[config.mk]
export PLATFORM = sky130hd
export DESIGN_NAME = level_meter_peak
export DESIGN_NICKNAME = d
export VERILOG_FILES = /design/src/rtl/level_meter_peak.sv
export SDC_FILE = /design/constraint.sdc
export NUM_CORES = 1
export LEC_CHECK = 0
export ABC_AREA = 1
export ABC_CLOCK_PERIOD_IN_PS = 3800
export BUFFER_PORTS_ARGS = -buffer_cell sky130_fd_sc_hd__buf_2
export CAP_MARGIN = 20
export CORE_MARGIN = 1
export CORE_UTILIZATION = 54
export DETAILED_ROUTE_END_ITERATION = 10
export PLACE_DENSITY_LB_ADDON = 0.2
export SKIP_CTS_REPAIR_TIMING = 1
export SYNTH_ARGS = -nofsm -noshare
export SYNTH_HDL_FRONTEND = slang
export SYNTH_SLANG_ARGS = --single-unit
[constraint.sdc]
create_clock -name CLOCK_50 -period 3.8 [get_ports CLOCK_50]
set_input_delay 0.38 -clock CLOCK_50 [delete_from_list [all_inputs] [get_ports CLOCK_50]]
set_output_delay 0.38 -clock CLOCK_50 [all_outputs]
set_load 0.1 [all_outputs]
[src/rtl/level_meter_peak.sv]
// Stereo level meter with per-channel peak hold/decay and thermometer bar output.
// Pipeline: stage 1 registers |sample|, stage 2 registers level, peak and bar.
//
// Peak tracker states (implied by the counters):
//   state | meaning
//   IDLE  | peak = 0 and level = 0, counters frozen
//   HOLD  | hold > 0, peak held, hold counts down per sample
//   DECAY | hold = 0, peak drops one bin every DECAY_SAMPLES samples
module level_meter_peak #(
  parameter  int SAMPLE_W      = 32,
  parameter  int NUM_BINS      = 10,
  parameter  int STEP          = 3,
  parameter  int HOLD_SAMPLES  = 4800,
  parameter  int DECAY_SAMPLES = 480,
  localparam int LW            = $clog2(NUM_BINS + 1)
) (
  input  logic                CLOCK_50,
  input  logic                reset,
  input  logic                sample_valid,
  input  logic [SAMPLE_W-1:0] left_in,
  input  logic [SAMPLE_W-1:0] right_in,
  input  logic [1:0]          mode,
  input  logic                peak_en,
  input  logic                clip_clr,
  output logic [LW-1:0]       level_l,
  output logic [LW-1:0]       level_r,
  output logic [LW-1:0]       peak_l,
  output logic [LW-1:0]       peak_r,
  output logic                clip_l,
  output logic                clip_r,
  output logic [NUM_BINS-1:0] bar,
  output logic                bar_valid
);

  localparam int HW = $clog2(HOLD_SAMPLES + 1);
  localparam int DW = (DECAY_SAMPLES > 1) ? $clog2(DECAY_SAMPLES) : 1;
  localparam logic [SAMPLE_W-1:0] FULL_SCALE = {1'b0, {(SAMPLE_W-1){1'b1}}};
  localparam logic [SAMPLE_W-1:0] MOST_NEG   = {1'b1, {(SAMPLE_W-1){1'b0}}};

  if ((SAMPLE_W - 2 - STEP * (NUM_BINS - 1)) < 0 || HOLD_SAMPLES < 1 || DECAY_SAMPLES < 1)
  begin : g_bad_params
    $error("level_meter_peak: illegal parameter combination");
  end

  typedef struct packed {
    logic [LW-1:0] peak;
    logic [HW-1:0] hold;
    logic [DW-1:0] decay;
  } pk_t;

  // Magnitude with the most-negative code saturated to full scale.
  function automatic logic [SAMPLE_W-1:0] abs_sat(input logic [SAMPLE_W-1:0] x);
    if (!x[SAMPLE_W-1])     return x;
    else if (x == MOST_NEG) return FULL_SCALE;
    else                    return ~x + SAMPLE_W'(1);
  endfunction

  // Number of thresholds met; thresholds are powers of two spaced STEP bits apart.
  function automatic logic [LW-1:0] to_level(input logic [SAMPLE_W-1:0] a);
    logic [LW-1:0] n;
    n = '0;
    for (int i = 0; i < NUM_BINS; i++)
      if (a >= (SAMPLE_W'(1) << (SAMPLE_W - 2 - STEP * (NUM_BINS - 1 - i))))
        n = LW'(i + 1);
    return n;
  endfunction

  // One sample step of the peak tracker.
  function automatic pk_t peak_step(input pk_t s, input logic [LW-1:0] lvl);
    pk_t n;
    n = s;
    if (s.peak != '0 || lvl != '0) begin
      if (lvl >= s.peak) begin
        n.peak  = lvl;
        n.hold  = HW'(HOLD_SAMPLES);
        n.decay = '0;
      end else if (s.hold != '0) begin
        n.hold = s.hold - 1'b1;
      end else if (s.decay == DW'(DECAY_SAMPLES - 1)) begin
        // lvl < peak here, so peak-1 can never undershoot the level
        n.decay = '0;
        n.peak  = s.peak - 1'b1;
      end else begin
        n.decay = s.decay + 1'b1;
      end
    end
    return n;
  endfunction

  logic [SAMPLE_W-1:0] abs_in_l, abs_in_r, abs_l, abs_r;
  logic                v1;
  logic [LW-1:0]       lvl_nxt_l, lvl_nxt_r, sel_lvl, sel_pk;
  pk_t                 st_l, st_r, st_nxt_l, st_nxt_r;
  logic [NUM_BINS-1:0] bar_nxt;

  assign abs_in_l  = abs_sat(left_in);
  assign abs_in_r  = abs_sat(right_in);
  assign lvl_nxt_l = to_level(abs_l);
  assign lvl_nxt_r = to_level(abs_r);
  assign st_nxt_l  = peak_step(st_l, lvl_nxt_l);
  assign st_nxt_r  = peak_step(st_r, lvl_nxt_r);
  assign peak_l    = st_l.peak;
  assign peak_r    = st_r.peak;

  // Stage 1: capture channel magnitudes.
  always_ff @(posedge CLOCK_50 or posedge reset) begin
    if (reset) begin
      abs_l <= '0;
      abs_r <= '0;
      v1    <= 1'b0;
    end else begin
      v1 <= sample_valid;
      if (sample_valid) begin
        abs_l <= abs_in_l;
        abs_r <= abs_in_r;
      end
    end
  end

  // Sticky clip flags; a new clip beats a simultaneous clear.
  always_ff @(posedge CLOCK_50 or posedge reset) begin
    if (reset) begin
      clip_l <= 1'b0;
      clip_r <= 1'b0;
    end else begin
      if (sample_valid && abs_in_l >= FULL_SCALE) clip_l <= 1'b1;
      else if (clip_clr)                          clip_l <= 1'b0;
      if (sample_valid && abs_in_r >= FULL_SCALE) clip_r <= 1'b1;
      else if (clip_clr)                          clip_r <= 1'b0;
    end
  end

  // Select bar source and build the thermometer plus peak dot.
  always_comb begin
    sel_lvl = lvl_nxt_l;
    sel_pk  = st_nxt_l.peak;
    case (mode)
      2'd0: begin
        sel_lvl = lvl_nxt_l;
        sel_pk  = st_nxt_l.peak;
      end
      2'd1: begin
        sel_lvl = lvl_nxt_r;
        sel_pk  = st_nxt_r.peak;
      end
      default: begin
        sel_lvl = (lvl_nxt_l > lvl_nxt_r) ? lvl_nxt_l : lvl_nxt_r;
        sel_pk  = (st_nxt_l.peak > st_nxt_r.peak) ? st_nxt_l.peak : st_nxt_r.peak;
      end
    endcase
    bar_nxt = '0;
    for (int k = 0; k < NUM_BINS; k++)
      bar_nxt[k] = (LW'(k) < sel_lvl) || (peak_en && sel_pk == LW'(k + 1));
  end

  // Stage 2: levels, peak trackers and bar update together on stage-1 valid.
  always_ff @(posedge CLOCK_50 or posedge reset) begin
    if (reset) begin
      level_l   <= '0;
      level_r   <= '0;
      st_l      <= '0;
      st_r      <= '0;
      bar       <= '0;
      bar_valid <= 1'b0;
    end else begin
      bar_valid <= v1;
      if (v1) begin
        level_l <= lvl_nxt_l;
        level_r <= lvl_nxt_r;
        st_l    <= st_nxt_l;
        st_r    <= st_nxt_r;
        bar     <= bar_nxt;
      end
    end
  end

endmodule

# ---- Word level (Yosys, flattened, before mapping)
# Cells that the tools add are included.
dict set report word_totals {
  regBits 138
  latch_bits 0
  ram_bits 0
  rom_bits 0
  in_bits 71
  out_inout_bits 29
  wordCells 162
  memories 0
}
dict set report classes {
  n_addsub 8
  multipliers 0
  n_div 0
  order_cmp 36
  n_eq_ne 17
  n_shift 0
  n_mux 45
  n_bitwise 2
  n_reduce_logical 39
}
# op n
set ops {}
lappend ops {{greater-or-equal comparator 32 x 31 -> 1 bit (second input constant)} 4}
lappend ops {{2-to-1 mux 32 bit} 4}
lappend ops {{2-to-1 mux 26 bit} 4}
lappend ops {{2-to-1 mux 4 bit} 24}
lappend ops {{adder 32 x 1 -> 32 bit (second input constant)} 2}
lappend ops {{equality test 32 bit (second input constant)} 2}
lappend ops {{greater-or-equal comparator 32 x 10 -> 1 bit (second input constant)} 2}
lappend ops {{greater-or-equal comparator 32 x 13 -> 1 bit (second input constant)} 2}
lappend ops {{greater-or-equal comparator 32 x 16 -> 1 bit (second input constant)} 2}
lappend ops {{greater-or-equal comparator 32 x 19 -> 1 bit (second input constant)} 2}
lappend ops {{greater-or-equal comparator 32 x 22 -> 1 bit (second input constant)} 2}
lappend ops {{greater-or-equal comparator 32 x 25 -> 1 bit (second input constant)} 2}
lappend ops {{greater-or-equal comparator 32 x 28 -> 1 bit (second input constant)} 2}
lappend ops {{greater-or-equal comparator 32 x 4 -> 1 bit (second input constant)} 2}
lappend ops {{greater-or-equal comparator 32 x 7 -> 1 bit (second input constant)} 2}
lappend ops {{NOT 32 bit} 2}
lappend ops {{2-to-1 mux 9 bit} 4}
lappend ops {{2-to-1 mux 13 bit} 2}
lappend ops {{nonzero test 13 bit} 2}
lappend ops {{subtractor 13 x 1 -> 13 bit (second input constant)} 2}
lappend ops {{adder 9 x 1 -> 9 bit (second input constant)} 2}
lappend ops {{equality test 9 bit (second input constant)} 2}
lappend ops {{equality test 4 x 3 -> 1 bit (second input constant)} 4}
lappend ops {{less-than comparator 3 x 4 -> 1 bit (first input constant)} 4}
lappend ops {{19 further kinds} 65}

# ---- Depth between registers and ports, before layout
# Gate-level depths: netlist of run 1.
dict set report logic_depth {
  depth_word 20
  ltp_mapped 36
}

# ---- Least setup slack after synthesis of run 1
# OpenSTA, ideal clock, no wires.
dict set report synth_path {
  path_type {flip-flop to flip-flop}
  start {register abs_r[31]}
  end {register bar[8]}
  arrival_ns 4.050
  path_slack_ns -0.328
  path_stages_with_launch 34
  n_path_buf 2
  cell_sequence {dfrtp_1 -> nor2_4 -> nand2_1 -> nor2_2 -> buf_4 -> inv_2 -> nor3b_2 -> nand2_1 -> nand2_1 -> nand2_1 -> nand2_1 -> nand2_1 -> ha_1 -> inv_1 -> o311ai_0 -> buf_2 -> nand3_1 -> o21ai_1 -> nand2_1 -> o21ai_1 -> ha_1 -> inv_1 -> nor2_1 -> o21ai_0 -> nand2_1 -> nand3_1 -> nand2_1 -> inv_1 -> nand3_1 -> nand2_1 -> inv_1 -> nor2_1 -> nand4_1 -> a21oi_1}
}
dict set report synth_via {
  word_cells_on_any_way 35
}
# item line
set synth_lines {}
lappend synth_lines {{from (decl)} 90} ;# logic [SAMPLE_W-1:0] abs_in_l, abs_in_r, abs_l, abs_r;
lappend synth_lines {{from (signal assigned)} 115} ;# abs_r <= abs_in_r;
lappend synth_lines {{greater-or-equal comparator 32 x 10 -> 1 bit} 63} ;# if (a >= (SAMPLE_W'(1) << (SAMPLE_W - 2 - STEP * (NUM_BINS - 1 - i))))
lappend synth_lines {{2-to-1 mux 4 bit (7 in series)} 63}
lappend synth_lines {{2-to-1 mux 4 bit (*)} 63}
lappend synth_lines {{named net lvl_nxt_r[3]} 92} ;# logic [LW-1:0] lvl_nxt_l, lvl_nxt_r, sel_lvl, sel_pk;
lappend synth_lines {{greater-or-equal comparator 4 bit / nonzero test 4 bit (equally long branches)} {73, 72}}
lappend synth_lines {{2-to-1 mux 26 bit / logical OR 1 bit (equally long branches)} {73, 72}}
lappend synth_lines {{2-to-1 mux 26 bit} 72} ;# if (s.peak != '0 || lvl != '0) begin
lappend synth_lines {{greater-than comparator 4 bit} 148} ;# sel_pk = (st_nxt_l.peak > st_nxt_r.peak) ? st_nxt_l.peak : st_nxt_r.peak;
lappend synth_lines {{2-to-1 mux 4 bit} 148}
lappend synth_lines {{case mux 4 bit (2 select lines)} 137} ;# case (mode)
lappend synth_lines {{equality test 4 bit} 153} ;# bar_nxt[k] = (LW'(k) < sel_lvl) || (peak_en && sel_pk == LW'(k + 1));
lappend synth_lines {{logical AND 1 bit} 153}
lappend synth_lines {{logical OR 1 bit (*)} 153}
lappend synth_lines {{to (signal assigned)} 172} ;# bar <= bar_nxt;
lappend synth_lines {{to (decl)} 31} ;# output logic [NUM_BINS-1:0] bar,
# The timed path passes the listed nets; every way through them passes the cells marked *.
# A chain may end at the register's enable or synchronous reset.

# ---- Worst setup path in the final report of run 1
# Same ends and word-level chain as after synthesis.

==> impl_metrics.toml, run 1 <==
[setup_path]
worst-r2r-setup-slack_ps = -230
slowest_library_cell_on_the_worst_path = "sky130_fd_sc_hd__dfrtp_1"
start_kind = "register"
worstSetupPathType = "reg2reg"
reg2regPathDepth = 32
crit-reg2reg-launch = "abs_r[31]"
r2r-end = "bar[8]"
peak_per_stage_delay_on_the_critical_path_ps = 410
path_max_fanout = 5
crit_required_ps = 4160
cp_data_arrival_time_ps = 4390
end_kind = "register"
critPathMostFrequentCell = "sky130_fd_sc_hd__nand2_2"

[logic_synthesis]
synthesized_area_divided_by_synthesized_cell_count_um2 = 6.72
synth_edf_count = 0
synth_top_cell_area_share_pct = 35.1
register_bit_count_reported_by_yosys = 132
total_number_of_yosys_warnings = 0
syn_inst = 1399
syn-cell-area_um2 = 9400
netlist_top_cells_area = "sky130_fd_sc_hd__dfrtp_1, sky130_fd_sc_hd__nand2_1, sky130_fd_sc_hd__nor2_1"
yosys.area_share.adder_pct = 3.19
ys_seq_area_share_pct = 35.1
post_synth_xor_area_fraction_pct = 4.10
synth.net_count = 1494
dominant_combinational_cell_family_by_area_after_synthesis = "simple AND/OR/NAND/NOR gates"
async_reset_ff_share_pct = 100
most_area_hungry_cell_type_in_the_yosys_netlist = "sky130_fd_sc_hd__dfrtp_1"
synth-simple-area-share_pct = 37.2
synth-compound-area-share_pct = 11.3
synth.distinct_cells = 52
post_synth_mux_area_share_pct = 0
ys.flop_type = "sky130_fd_sc_hd__dfrtp_1"

[cts]
cts.htree.levels = 4
tritoncts_num_sinks = 132
worst_setup_hold_path_clk_slew_ps = 60
clk_path_buf_depth = 2
cts_buffers = 17
clock-root-buffer = "sky130_fd_sc_hd__clkbuf_16"
tritoncts_clock_tree = "yes"
clk-insertion-delay-late_ps = 430

[routing]
via_per_inst = 5.22
dr_pass1_iterations = 6
detail_route.wl_per_cell_um = 13.1
drt.antenna.violating_nets = 0
routed-wl-met2_mm = 10.7
highest_layer = "met4"
drt_iter0_markers = 682
drc = 0
wl_met3_mm = 1.27
wl_met1_mm = 11.3
vias = 9422
drt_wl_total_mm = 23.6

[timing]
fin_crit_sh_pct = 106
worst_tran_pin_value_ps = 690
timing.clock.skew_ps = 8.64
hold_viol_final = 0
report.final.setup_viol = 10
fin_hold_ws_ps = 152
worst_path_setup_slack_after_routing_ps = -230
achievable-frequency_mhz = 248
totalNegativeSetupSlack_ps = -2030
slew_violations = 0
final_period_minus_worst_setup_slack_ps = 4030
timing.slew.headroom_pct = 54.0
grt_setup_unrepaired = "true"

[grt]
grt_overflow = 0
grt_antenna_before_repair = 0
grt_max_degree = 133
grt_pass1_wl_mm = 40.2
via_count_of_the_first_global_routing_pass = 8835
global_route.usage.total_pct = 27.6

[floorplan]
core_region_area_um2 = 16800
dieArea_um2 = 17900
floorplan_die_height_um = 134
row_count = 47
die_w_um = 134
number_of_top_level_pins = 100
floorplan.initialDensity_pct = 55.9

[final_layout]
area_delta_synth_final_pct = 22.2
fin_nets = 1666
layout.filler_cells = 1497
mostFrequentLayoutCell = "sky130_fd_sc_hd__nand2_1"
final_cell_mix = "sky130_fd_sc_hd__nand2_1, sky130_fd_sc_hd__nor2_1, sky130_fd_sc_hd__inv_1"
layout-drive-gt1-share_pct = 19.6
multi_input_comb_area_um2 = 5440
post-route-util_pct = 68.3
storage_cell_area_um2 = 3300
final_design_area_no_fill_um2 = 11500
antenna-diode-count = 0

[place]
dpl_cell_area_um2 = 10700
dp.final_hpwl_mm = 17.4
final_estimated_routing_congestion_in_global_placement = 0.915
portBuffers = 99

[power]
power_frac_clock_pct = 25.8
power_per_cell_area_nw_per_um2 = 528
netSwitchingFraction_pct = 41.9
leakage_uw = 0.00563
sequentialPowerShare_pct = 29.8
internal_power_uw = 3520
power.share.combinational_pct = 44.4
p_switching_uw = 2540
ir_worst_vdd_uv = 442

[flow_run]
maxCapViolCount = 0

[worst_hold_path]
hold_path_class = "in2async"

[run_status]
run_status = "complete, but fails checks"
violations = "negative setup slack"
==> state kept, by name, indices dropped and copies added (netlist names) <==
| name | count |
|---|---|
| peak_l | 4 |
| clip_l | 1 |
| st_r | 22 |
| st_l | 22 |
| bar_valid | 1 |
| bar | 10 |
| clip_r | 1 |
| v1 | 1 |
| abs_r | 29 |
| level_l | 4 |
| peak_r | 4 |
| abs_l | 29 |
| level_r | 4 |
==> worst max-delay path, delay by kind of cell, from the launching register on <==
kind	cells	cell delay (ps)
fa+ha+maj	2	480
flops	1	410
compound gates	6	840
buf+inv	7	610
simple gates	17	1620
==> synthesized netlist by cell type, types with 3 or more instances <==
master,number
sky130_fd_sc_hd__buf_4,9
sky130_fd_sc_hd__nand3b_1,9
sky130_fd_sc_hd__nor4_1,9
sky130_fd_sc_hd__nand3_1,86
sky130_fd_sc_hd__nand4_1,26
sky130_fd_sc_hd__xor2_1,39
sky130_fd_sc_hd__nand2_1,354
sky130_fd_sc_hd__a21boi_0,3
sky130_fd_sc_hd__dfrtp_1,132
sky130_fd_sc_hd__inv_2,5
sky130_fd_sc_hd__o21ai_1,3
sky130_fd_sc_hd__nor2_2,4
sky130_fd_sc_hd__nor3b_1,6
sky130_fd_sc_hd__o41ai_1,3
sky130_fd_sc_hd__nor2_4,5
sky130_fd_sc_hd__nor2_1,221
sky130_fd_sc_hd__ha_1,24
sky130_fd_sc_hd__o211ai_1,5
sky130_fd_sc_hd__xnor2_1,5
sky130_fd_sc_hd__a21oi_1,43
sky130_fd_sc_hd__or2_2,11
sky130_fd_sc_hd__a31oi_1,12
sky130_fd_sc_hd__nand2_2,6
sky130_fd_sc_hd__clkbuf_1,27
sky130_fd_sc_hd__o21a_1,3
sky130_fd_sc_hd__nor3_1,46
sky130_fd_sc_hd__o31ai_1,5
sky130_fd_sc_hd__buf_1,3
sky130_fd_sc_hd__o22ai_1,3
sky130_fd_sc_hd__o21ai_0,102
sky130_fd_sc_hd__inv_1,162
==> cell families after synthesis <==
logic type / count (synthesis)
xor gates and xnor gates: 44
and+or+nand+nor: 796
buffers and inverters: 212
AOI/OAI and AO/OA: 191
adders and majority gates: 24
DFF: 132
==> how the worst max path moves through the flow <==
stage,cells past startpoint,to,start,slack [ps]
after floorplan,33,bar[8],abs_r[30],-20
after global placement,33,bar[3],abs_r[30],-80
after detailed placement,33,bar[3],abs_r[30],-240
after CTS,32,bar[3],abs_l[19],-300
after global routing,34,bar[2],abs_r[31],-570
final,32,bar[8],abs_r[31],-230
==> stage by stage <==
stage / power (uW) / setup WS, ps / cells
global placement: 4180 / -79.9 / 1765
finish: 6060 / -230 / 1804
global route: 6440 / -572 / 1804
floorplan: 3560 / -16.9 / 1399
CTS: 5840 / -305 / 1797
detailed placement: 4240 / -244 / 1765
==> area by class of cell <==
cell class	instances	area share, %
multi-input combinational	1055	47.4
tap	220	2.40
timing repair buffer	196	10.9
inverter	169	5.62
clock buffer	24	4.28
sequential	132	28.8
clock inverter	8	0.654
==> power by group through the flow <==
stage	clock network (uW)	registers [uW]	logic [uW]
floorplan	0	1930	1630
global placement	0	1810	2370
detailed placement	0	1820	2420
CTS	1590	1800	2450
global route	1650	1840	2960
finish	1570	1810	2690
==> routing by layer <==
layer  track usage (%)  vias up
met3              3.78       26
met2              43.5      242
li1                  -     4876
met1              39.4     4278
met5                 0        -
met4              8.21        0
Power figures use the tool's default switching activity.
==> run 2: changes to the inputs <==
==> constraint.sdc (replaced) <==
create_clock -name CLOCK_50 -period 3.8 [get_ports CLOCK_50]
set_input_delay 0.19 -clock CLOCK_50 [delete_from_list [all_inputs] [get_ports CLOCK_50]]
set_output_delay 0.19 -clock CLOCK_50 [all_outputs]
set_load 0.1 [all_outputs]
==> impl_metrics.toml, run 2 (synthesis results as in run 1) <==
[timing]
totalNegativeSetupSlack_ps = -2320
final_period_minus_worst_setup_slack_ps = 4120
grt_setup_unrepaired = "true"
timing.slew.headroom_pct = 48.8
fin_hold_ws_ps = 77.7
report.final.setup_viol = 10
slew_violations = 0
worst_path_setup_slack_after_routing_ps = -319
worst_tran_pin_value_ps = 768
timing.clock.skew_ps = 6.65
hold_viol_final = 0
fin_crit_sh_pct = 108
achievable-frequency_mhz = 243

[power]
ir_worst_vdd_uv = 600
leakage_uw = 0.00563
post-layout-total-power_uw = 6450
power_per_cell_area_nw_per_um2 = 557

[flow_run]
maxCapViolCount = 0

[final_layout]
area_delta_synth_final_pct = 23.2
layout.filler_cells = 1481
multi_input_comb_area_um2 = 5500
final_cell_mix = "sky130_fd_sc_hd__nand2_1, sky130_fd_sc_hd__nor2_1, sky130_fd_sc_hd__inv_1"
reg.largest.list = "abs_l: 29 flops, abs_r: 29 flops"
layout-drive-gt1-share_pct = 20.1
storage_cell_area_um2 = 3300
antenna-diode-count = 0
mostFrequentLayoutCell = "sky130_fd_sc_hd__nand2_1"
post-route-util_pct = 68.9
fin_nets = 1659

[worst_hold_path]
hold_path.startpoint = "left_in[30]"
hold_path_class = "in2reg"

[grt]
global_route.usage.total_pct = 27.5
grt_pass1_wl_mm = 40.1
grt_overflow = 0
via_count_of_the_first_global_routing_pass = 8801
grt_max_degree = 81
grt_use_met3_pct = 4.04
groute.layer.met2.usage_pct = 43.9
met1_usage_pct = 38.5
grt_antenna_before_repair = 0
grt_most_used_layer = "met2"

[floorplan]
row_count = 47
number_of_top_level_pins = 100
dieArea_um2 = 17900
floorplan.initialDensity_pct = 55.9
core_region_area_um2 = 16800
die_w_um = 134
floorplan_die_height_um = 134

[setup_path]
crit_required_ps = 4150
crit-reg2reg-launch = "abs_r[31]"
slowest_library_cell_on_the_worst_path = "sky130_fd_sc_hd__dfrtp_1"
start_kind = "register"
critPathLaunch = "abs_r[31]"
end_kind = "register"
peak_per_stage_delay_on_the_critical_path_ps = 400
cp_data_arrival_time_ps = 4470
worstSetupPathType = "reg2reg"
path_max_fanout = 5

[cts]
tritoncts_num_sinks = 132
cts_buffers = 17
worst_setup_hold_path_clk_slew_ps = 60
tritoncts_clock_tree = "yes"
clk_path_buf_depth = 2
cts.htree.levels = 4
clock-root-buffer = "sky130_fd_sc_hd__clkbuf_16"
clk-insertion-delay-late_ps = 430

[run_status]
run_status = "complete, but fails checks"
violations = "negative setup slack"

[place]
dp.final_hpwl_mm = 17.7
final_estimated_routing_congestion_in_global_placement = 0.945
portBuffers = 99

[routing]
via_per_inst = 5.37
drt_wl_total_mm = 24.4
drt.antenna.violating_nets = 0
detail_route.wl_per_cell_um = 13.6
drt_iter0_markers = 714
drc = 0
dr_pass1_iterations = 6
vias = 9644
run 2: layout make-up:
| cell class | count | area share (%) |
|---|---|---|
| tap | 220 | 2.38 |
| clock buffer | 18 | 3.79 |
| sequential | 132 | 28.5 |
| inverter | 169 | 5.59 |
| clock inverter | 13 | 1.59 |
| multi-input combinational | 1055 | 47.5 |
| timing repair buffer | 189 | 10.6 |
run 2: report_power, final:
group          internal (uW)  switching [uW]
sequential              1620             200
combinational           1080            1820
clock                   1110             617
run 2: layer usage:
metal | up-vias | wire length, um
li1 | 4868 | -
met1 | 4434 | 11400
met2 | 295 | 11300
met3 | 47 | 1220
met4 | 0 | 507
met5 | - | 0
run 2: final timing paths:
| kind | end | slack, ps | cells past startpoint |
|---|---|---|---|
| worst min register to register | st_l[20] | 470 | 1 |
| max in group asynchronous | st_l[6] | 2830 | 4 |
| worst max-delay path | bar[0] | -320 | 33 |
| worst max register to register | bar[0] | -320 | 33 |
| worst min-delay path | abs_l[30] | 80 | 3 |
| min in group asynchronous | abs_r[4] | 340 | 3 |
run 2: worst max-delay path: cells and delay by family (launching register included):
kind,cells,cell delay [ps]
flops,1,400
buf+inv,7,600
simple gates,18,1770
compound gates,6,730
fa+ha+maj,2,510
run 2: per-stage QoR:
stage | cell area (um2) | instances | worst slack [ps]
3_3_place_gp | 10600 | 1749 | -30.5
3_5_place_dp | 10600 | 1749 | -168
4_1_cts | 11200 | 1780 | -191
6_report | 11600 | 1796 | -319
5_1_grt | 11600 | 1796 | -656
2_1_floorplan | 9460 | 1399 | 13.9
==> run 3: changes to the inputs <==
- MAX_ROUTING_LAYER: not set -> met4
==> impl_metrics.toml, run 3 (synthesis results as in run 1) <==
[cts]
clk-insertion-delay-late_ps = 420
clock-root-buffer = "sky130_fd_sc_hd__clkbuf_16"
tritoncts_clock_tree = "yes"
tritoncts_num_sinks = 132
cts.htree.levels = 4
clk_path_buf_depth = 2
worst_setup_hold_path_clk_slew_ps = 60
cts_buffers = 17

[setup_path]
cp_data_arrival_time_ps = 4480
peak_per_stage_delay_on_the_critical_path_ps = 410
slowest_library_cell_on_the_worst_path = "sky130_fd_sc_hd__dfrtp_1"
end_kind = "register"
r2r-end = "bar[4]"
reg2regPathDepth = 32
path_max_fanout = 5
start_kind = "register"
crit-reg2reg-launch = "abs_r[31]"
critPathMostFrequentCell = "sky130_fd_sc_hd__nand2_2"
worstSetupPathType = "reg2reg"
crit_required_ps = 4150
worst-r2r-setup-slack_ps = -330

[timing]
timing.clock.skew_ps = 10.5
worst_path_setup_slack_after_routing_ps = -325
fin_crit_sh_pct = 109
slew_violations = 0
report.final.setup_viol = 10
worst_tran_pin_value_ps = 695
grt_setup_unrepaired = "true"
timing.slew.headroom_pct = 53.3
achievable-frequency_mhz = 242
final_period_minus_worst_setup_slack_ps = 4130
hold_viol_final = 0

[worst_hold_path]
terminating_pin_of_the_worst_hold_path = "abs_l[30]"
hold_path.startpoint = "left_in[30]"
hold_path_class = "in2reg"
hold_depth = 3

[power]
power_per_cell_area_nw_per_um2 = 542
leakage_uw = 0.00559
post-layout-total-power_uw = 6210
ir_worst_vdd_uv = 494

[run_status]
run_status = "complete, but fails checks"
violations = "negative setup slack"

[place]
dpl_cell_area_um2 = 10600
dp.final_hpwl_mm = 17.9
placedCellCount = 1749
final_estimated_routing_congestion_in_global_placement = 0.931
portBuffers = 99

[floorplan]
number_of_top_level_pins = 100
core_region_area_um2 = 16800
die_w_um = 134
floorplan_die_height_um = 134
floorplan.initialDensity_pct = 55.9
row_count = 47
dieArea_um2 = 17900

[final_layout]
fin_nets = 1652
antenna-diode-count = 0
instances_no_fill = 1790
area_delta_synth_final_pct = 22.0
layout.filler_cells = 1481
final_cell_mix = "sky130_fd_sc_hd__nand2_1, sky130_fd_sc_hd__nor2_1, sky130_fd_sc_hd__inv_1"
layout-drive-gt1-share_pct = 19.5
mostFrequentLayoutCell = "sky130_fd_sc_hd__nand2_1"
reg.largest.list = "abs_l: 29 flops, abs_r: 29 flops"
final_design_area_no_fill_um2 = 11500

[routing]
drc = 0
drt_wl_total_mm = 24.3
dr_pass1_iterations = 5
via_per_inst = 5.35
detail_route.wl_per_cell_um = 13.6
drt.antenna.violating_nets = 0
vias = 9574
drt_iter0_markers = 714

[grt]
grt_overflow = 0
grt_pass1_wl_mm = 40.1
grt_antenna_before_repair = 0
grt_max_degree = 81
via_count_of_the_first_global_routing_pass = 8617
global_route.usage.total_pct = 28.4

[flow_run]
maxCapViolCount = 0
## run 3: cell count changes in the layout (fill, tap and decap cells not counted), sizes merged
cell	previous run	this run
buf	188	181
bufinv	4	0
clkinv	8	3
inv	167	177
## run 3: worst max-delay path: cells and delay by family (launching register included)
family / cells / cell delay [ps]
adder cells (fa/ha/maj): 2 / 510
AO/OA/AOI/OAI: 6 / 730
AND/OR/NAND/NOR: 18 / 1860
buffers and inverters: 6 / 530
flip-flops: 1 / 410
## run 3: through the flow
step / hold WS [ps] / worst slack, ps / util [%] / TNS [ps]
2_1_floorplan: 221 / 13.9 / - / 0
6_report: 71.2 / -325 / 68.2 / -2840
3_3_place_gp: 449 / 11.6 / 62.9 / 0
4_1_cts: 40.6 / -274 / 66.2 / -2140
3_5_place_dp: 452 / -133 / 62.9 / -959
5_1_grt: 89.7 / -557 / 68.2 / -5200
## run 3: cell type report
type	count	area, um2	share of cell area, %
clock buffers	18	439	3.83
clock inverters	14	129	1.12
inverters	169	644	5.62
multi-input cells	1055	5500	48.0
flip-flops and latches	132	3300	28.8
well taps	220	275	2.40
repair buffers	182	1170	10.2
## run 3: layer usage
metal	track usage, %	vias up	routed length [um]
li1	-	4846	-
met1	39.4	4363	11400
met2	43.9	320	11200
met3	2.76	45	1220
met4	8.65	0	552
met5	-	-	0
## run 3: worst max path at each step
| stage | start | to | slack [ps] | cells after the start |
|---|---|---|---|---|
| floorplan | abs_r[30] | bar[8] | 10 | 33 |
| global placement | abs_r[30] | bar[4] | 10 | 31 |
| detailed placement | abs_r[28] | bar[4] | -130 | 31 |
| CTS | abs_l[19] | bar[4] | -270 | 30 |
| global route | abs_l[18] | bar[8] | -560 | 34 |
| finish | abs_r[31] | bar[4] | -330 | 32 |
## run 3: report_power, final
part	switching [uW]	internal, uW
logic	1820	994
registers	195	1620
clock network	700	882
